--- src/rtl/literal_packer.sv ---
// literal_packer: packs a stream of literal bytes into OUT_BYTES-wide words.
// A word is emitted once OUT_BYTES bytes are gathered, or early on a byte tagged
// last. Each word carries a contiguous byte-keep mask and a last flag.
// Optional build macro: LITERAL_PACKER_STATS_EN adds the stat_bytes/stat_words
// saturating counters.
module literal_packer #(
   parameter int unsigned OUT_BYTES = 4
) (
   input  logic                   clk,
   input  logic                   rst_n,
   input  logic                   input_valid,
   input  logic [7:0]             input_payload,
   input  logic                   input_last,
   output logic                   input_ready,
   output logic                   output_valid,
   output logic [OUT_BYTES*8-1:0] output_payload,
   output logic [OUT_BYTES-1:0]   output_keep,
   output logic                   output_last,
   input  logic                   output_ready
`ifdef LITERAL_PACKER_STATS_EN
   ,
   output logic [31:0]            stat_bytes,
   output logic [31:0]            stat_words
`endif
);

   localparam int unsigned CNT_W  = $clog2(OUT_BYTES) + 1;
   localparam int unsigned WORD_W = OUT_BYTES * 8;

   logic [WORD_W-1:0]    acc_q, acc_d;
   logic [CNT_W-1:0]     fill_q, fill_d;
   logic                 out_valid_q, out_valid_d;
   logic [WORD_W-1:0]    out_payload_q, out_payload_d;
   logic [OUT_BYTES-1:0] out_keep_q, out_keep_d;
   logic                 out_last_q, out_last_d;

   logic                 accept;
   logic                 out_hs;
   logic                 complete;
   logic [WORD_W-1:0]    merged;
   logic [OUT_BYTES-1:0] keep_mask;

   // The output slot is free when empty or being drained this cycle.
   assign input_ready = ~out_valid_q | output_ready;
   assign accept      = input_valid & input_ready;
   assign out_hs      = out_valid_q & output_ready;
   assign complete    = accept & ((fill_q == CNT_W'(OUT_BYTES - 1)) | input_last);

   assign output_valid   = out_valid_q;
   assign output_payload = out_payload_q;
   assign output_keep    = out_keep_q;
   assign output_last    = out_last_q;

   // Merge the incoming byte at the fill lane, zero lanes above it, build keep.
   always_comb begin
      merged    = acc_q;
      keep_mask = '0;
      for (int i = 0; i < int'(OUT_BYTES); i++) begin
         if (CNT_W'(i) == fill_q) begin
            merged[i*8 +: 8] = input_payload;
         end else if (CNT_W'(i) > fill_q) begin
            merged[i*8 +: 8] = 8'h00;
         end
         keep_mask[i] = (CNT_W'(i) <= fill_q);
      end
   end

   // Next-state for accumulator, fill count and output register.
   always_comb begin
      acc_d         = acc_q;
      fill_d        = fill_q;
      out_valid_d   = out_valid_q;
      out_payload_d = out_payload_q;
      out_keep_d    = out_keep_q;
      out_last_d    = out_last_q;

      if (out_hs) begin
         out_valid_d = 1'b0;
      end

      if (accept) begin
         if (complete) begin
            acc_d         = '0;
            fill_d        = '0;
            out_valid_d   = 1'b1;
            out_payload_d = merged;
            out_keep_d    = keep_mask;
            out_last_d    = input_last;
         end else begin
            acc_d  = merged;
            fill_d = fill_q + CNT_W'(1);
         end
      end
   end

   // State registers with asynchronous clear.
   always_ff @(posedge clk or negedge rst_n) begin
      if (!rst_n) begin
         acc_q         <= '0;
         fill_q        <= '0;
         out_valid_q   <= 1'b0;
         out_payload_q <= '0;
         out_keep_q    <= '0;
         out_last_q    <= 1'b0;
      end else begin
         acc_q         <= acc_d;
         fill_q        <= fill_d;
         out_valid_q   <= out_valid_d;
         out_payload_q <= out_payload_d;
         out_keep_q    <= out_keep_d;
         out_last_q    <= out_last_d;
      end
   end

`ifdef LITERAL_PACKER_STATS_EN
   logic [31:0] stat_bytes_q, stat_bytes_d;
   logic [31:0] stat_words_q, stat_words_d;

   assign stat_bytes = stat_bytes_q;
   assign stat_words = stat_words_q;

   // Saturating byte and word counters.
   always_comb begin
      stat_bytes_d = stat_bytes_q;
      stat_words_d = stat_words_q;
      if (accept && (stat_bytes_q != 32'hFFFF_FFFF)) begin
         stat_bytes_d = stat_bytes_q + 32'd1;
      end
      if (out_hs && (stat_words_q != 32'hFFFF_FFFF)) begin
         stat_words_d = stat_words_q + 32'd1;
      end
   end

   // Counter registers.
   always_ff @(posedge clk or negedge rst_n) begin
      if (!rst_n) begin
         stat_bytes_q <= '0;
         stat_words_q <= '0;
      end else begin
         stat_bytes_q <= stat_bytes_d;
         stat_words_q <= stat_words_d;
      end
   end
`endif

endmodule
--- config.mk ---
export PLATFORM = sky130hd
export DESIGN_NAME = literal_packer
export DESIGN_NICKNAME = d
export VERILOG_FILES = /design/src/rtl/literal_packer.sv
export SDC_FILE = /design/constraint.sdc
export NUM_CORES = 1
export LEC_CHECK = 0
export CAP_MARGIN = 30
export CORE_MARGIN = 2
export CORE_UTILIZATION = 46
export CTS_BUF_LIST = sky130_fd_sc_hd__clkbuf_4 sky130_fd_sc_hd__clkbuf_8
export DETAILED_ROUTE_END_ITERATION = 10
export GPL_TIMING_DRIVEN = 0
export PLACE_DENSITY_LB_ADDON = 0.08
export SLEW_MARGIN = 20
export SYNTH_ARGS = -nofsm -noshare
export SYNTH_HDL_FRONTEND = slang
export SYNTH_SLANG_ARGS = --single-unit
--- constraint.sdc ---
create_clock -name clk -period 3.7 [get_ports clk]
set_input_delay 0.37 -clock clk [delete_from_list [all_inputs] [get_ports clk]]
set_output_delay 0.37 -clock clk [all_outputs]
set_load 0.02 [all_outputs]
==> results.py <==
metrics = {
    "yosys": {
        "synth_top_area_share_pct": 53.0,
        "ys_top_cells_by_area": "dfrtp_1 53%, mux2i_1 4.9%, mux2_2 4.9%",
        "synth_cells": 289,
        "ys_warn_count": 0,
        "synthFlopType": "dfrtp_1",
        "synth-edff-count": 0,
        "syn_nets": 305,
        "ys_async_sr_fraction_pct": 100,
        "synth.avg_cell_area_sq_um": 11.9,
        "ys_seq_area_share_pct": 53.0,
        "synthesis.area_sq_um": 3450,
        "synth_common_cells": "73 x dfrtp_1, 22 x inv_1, 18 x nand2_1, 17 x mux2i_1, 16 x a22o_1",
        "synth_area_leader_cell": "dfrtp_1",
        "yosys.cell_types.count": 42,
        "yosysMostFrequentCell": "dfrtp_1",
        "ys_ff_latch": 73,
    },
    "placed_design": {
        "port_buffers": 50,
        "place_area_sq_um": 4100,
        "gp_congestion": 0.796,
        "place_ws_ns": 1.37,
        "dp_hpwl_mm": 5.34,
        "place_inst": 439,
    },
    "sta": {
        "drv_slew": 0,
        "fmax_ghz": 0.428,
        "hold_ws_ns": 0.349,
        "fin_crit_sh_pct": 63.2,
        "final.setup.worst_slack_ns": 1.36,
        "rsz0062_at_grt": "no",
        "max_slew_margin_pct": 49.8,
        "setup_viol": 0,
        "finalSetupTns_ns": 0,
        "finalCriticalPeriod_ns": 2.34,
        "worstMarginPinSlew_ns": 0.750,
        "hold_viol_final": 0,
        "clock_skew_ns": 0.00940,
    },
    "layout": {
        "postLayoutCellArea_sq_um": 4320,
        "layout-drive-gt1-share_pct": 14.0,
        "area_delta_synth_final_pct": 25.5,
        "nNetsFinal": 368,
        "n_antenna_cell": 0,
        "final_cells": 455,
    },
    "global_route": {
        "gr-usage-all-layers_pct": 21.4,
        "overflow": 0,
        "grt_pass1_wl_mm": 13.5,
        "grt_max_degree": 57,
        "grt_pass1_vias": 2525,
        "antenna_found_initial": 0,
    },
    "floorplanning": {
        "die-area_sq_um": 8200,
        "die_y_microns": 90.6,
        "die_w_microns": 90.6,
        "core_area_sq_um": 7250,
        "row_count": 31,
        "initial_core_util_pct": 47.5,
        "ioPinCount": 52,
    },
    "clock_tree": {
        "numCtsBuffers": 9,
        "clock-sinks": 73,
        "post-cts-setup-buffer-count": 0,
        "ctsRootBufferMaster": "clkbuf_8",
        "insertion_delay_ns": 0.36,
        "cts_tree": "done",
        "path_clk_slew_ns": 0.07,
        "ctsHtreeMaxLevel": 3,
        "cts.path.max_buffers": 2,
    },
    "critical_path": {
        "rrSetupSlack_ns": 1.48,
        "startpoint_type": "input port",
        "cp-endpoint": "input_ready",
        "slowest_stage": "clkdlybuf4s50_1",
        "startpoint": "output_ready",
        "critPathMaxStageDelay_ns": 0.62,
        "crit_chain": "clkdlybuf4s50_1 > nor2b_1 > buf_4 > clkinv_1 > clkdlybuf4s50_1",
        "r2r_cells": 7,
        "r2r-start": "fill_q[0]",
        "cp.required_ns": 3.33,
        "critPathMaxFanout": 8,
        "rr_endpoint": "output_payload[20]",
        "criticalPathCategory": "input port to output port",
        "crit_path_frequent_cell": "clkdlybuf4s50_1",
        "worstPathArrival_ns": 1.97,
        "end_kind": "output port",
    },
    "route": {
        "vias": 2555,
        "drt-vias-per-instance": 5.62,
        "drtPass1Iterations": 4,
        "routed_wl_mm": 8.20,
        "drc_errors": 0,
        "post_drt_wl_per_cell_microns": 18.0,
        "drt_iter0_markers": 129,
        "antenna_left": 0,
    },
    "power_and_ir_drop": {
        "ir_worst_vdd_mv": 0.247,
        "powerDensity_nw_per_um2": 584,
        "p_leak_uw": 0.00199,
    },
    "status": {
        "outcome": "finished, final reports clean",
    },
    "flow_run": {
        "cap_violations": 0,
    },
    "hold_path": {
        "min_path_type": "input port to flop",
    },
}
==> placed cells by master, fill, tap and decap left out, types with 2 or more instances in the layout <==
cell type         n
nor2_1            3
nand3b_1          9
nand4_1           2
a32o_1            8
clkbuf_1          7
buf_4             2
clkinvlp_4        2
nand2_1          18
bufinv_16         2
nand3_1          10
a31oi_1           8
and3b_1           9
buf_6             4
mux2_1            2
inv_1            22
nand2b_1          2
o2bb2ai_1         8
a32oi_1           8
dfrtp_1          73
a22o_1           16
ha_1              3
clkdlybuf4s50_1  49
mux2i_1          17
mux2_2           15
o21ai_0           4
and2_1            8
clkbuf_8         10
buf_2             7
nand4b_1          8
==> cells by family (layout without fill, tap and decap cells) <==
group           Yosys count  in the layout  share of synthesized area (%)
compound gates           61             61                           15.1
fa+ha+maj                 3              3                           1.09
buf+inv                  44            111                           6.54
flops                    73             73                           53.0
mux                      34             34                           10.5
simple gates             74             74                           13.7
==> layer usage <==
metal | global-route usage [%] | share of wire [%] | up-vias
met5 | 0 | 0 | -
met4 | 9.49 | 1.9 | 0
met3 | 3.59 | 5.3 | 9
met2 | 31.5 | 45 | 65
met1 | 31.0 | 47 | 1298
li1 | - | - | 1183
==> stage by stage <==
| step | total power, uW | util, % |
|---|---|---|
| global route | 2650 | 59.6 |
| CTS | 2540 | 59.6 |
| global placement | 1830 | 56.1 |
| detailed placement | 1850 | 56.5 |
| finish | 2530 | 59.6 |
| floorplan | 1490 | - |
==> registers in the layout, summed over array words and instances (netlist names) <==
register        flops
output_payload     32
output_last         1
fill_q              3
acc_q              32
output_valid        1
output_keep         4
==> cell type report <==
| cell class | instances | area (sq um) |
|---|---|---|
| Fill cell | 628 | 2930 |
| Sequential cell | 73 | 1830 |
| Multi-Input combinational cell | 172 | 1390 |
| Timing Repair Buffer | 52 | 536 |
| Buffer | 21 | 139 |
| Clock buffer | 10 | 138 |
| Tap cell | 99 | 124 |
| Inverter | 23 | 86.3 |
| Clock inverter | 5 | 80.1 |
==> worst max-delay path, delay by kind of cell <==
kind                   cells  cell delay (ns)
buffers and inverters      4             1.44
and+or+nand+nor            1             0.16
==> where the power goes <==
group	internal, uW	switching, uW
Combinational	377	436
Sequential	937	78.9
Clock	393	304
==> how the worst min path moves through the flow <==
stage,from,endpoint,slack [ns],depth (start not counted)
2_1_floorplan,rst_n,acc_q[0],0.07,0
6_report,input_valid,fill_q[1],0.35,3
4_1_cts,input_valid,fill_q[1],0.34,3
3_5_place_dp,rst_n,output_payload[0],0.26,1
3_3_place_gp,acc_q[30],acc_q[30],0.47,1
5_1_grt,input_valid,fill_q[1],0.39,3
==> repair_timing <==
item | 4_1_cts | 5_1_grt
hold buffers | 1 | 0
gates resized for setup | 0 | 0
endpoints found under the hold margin | 17 | 0
endpoints found under the setup margin | 0 | 0
Power figures use the tool's default switching activity.
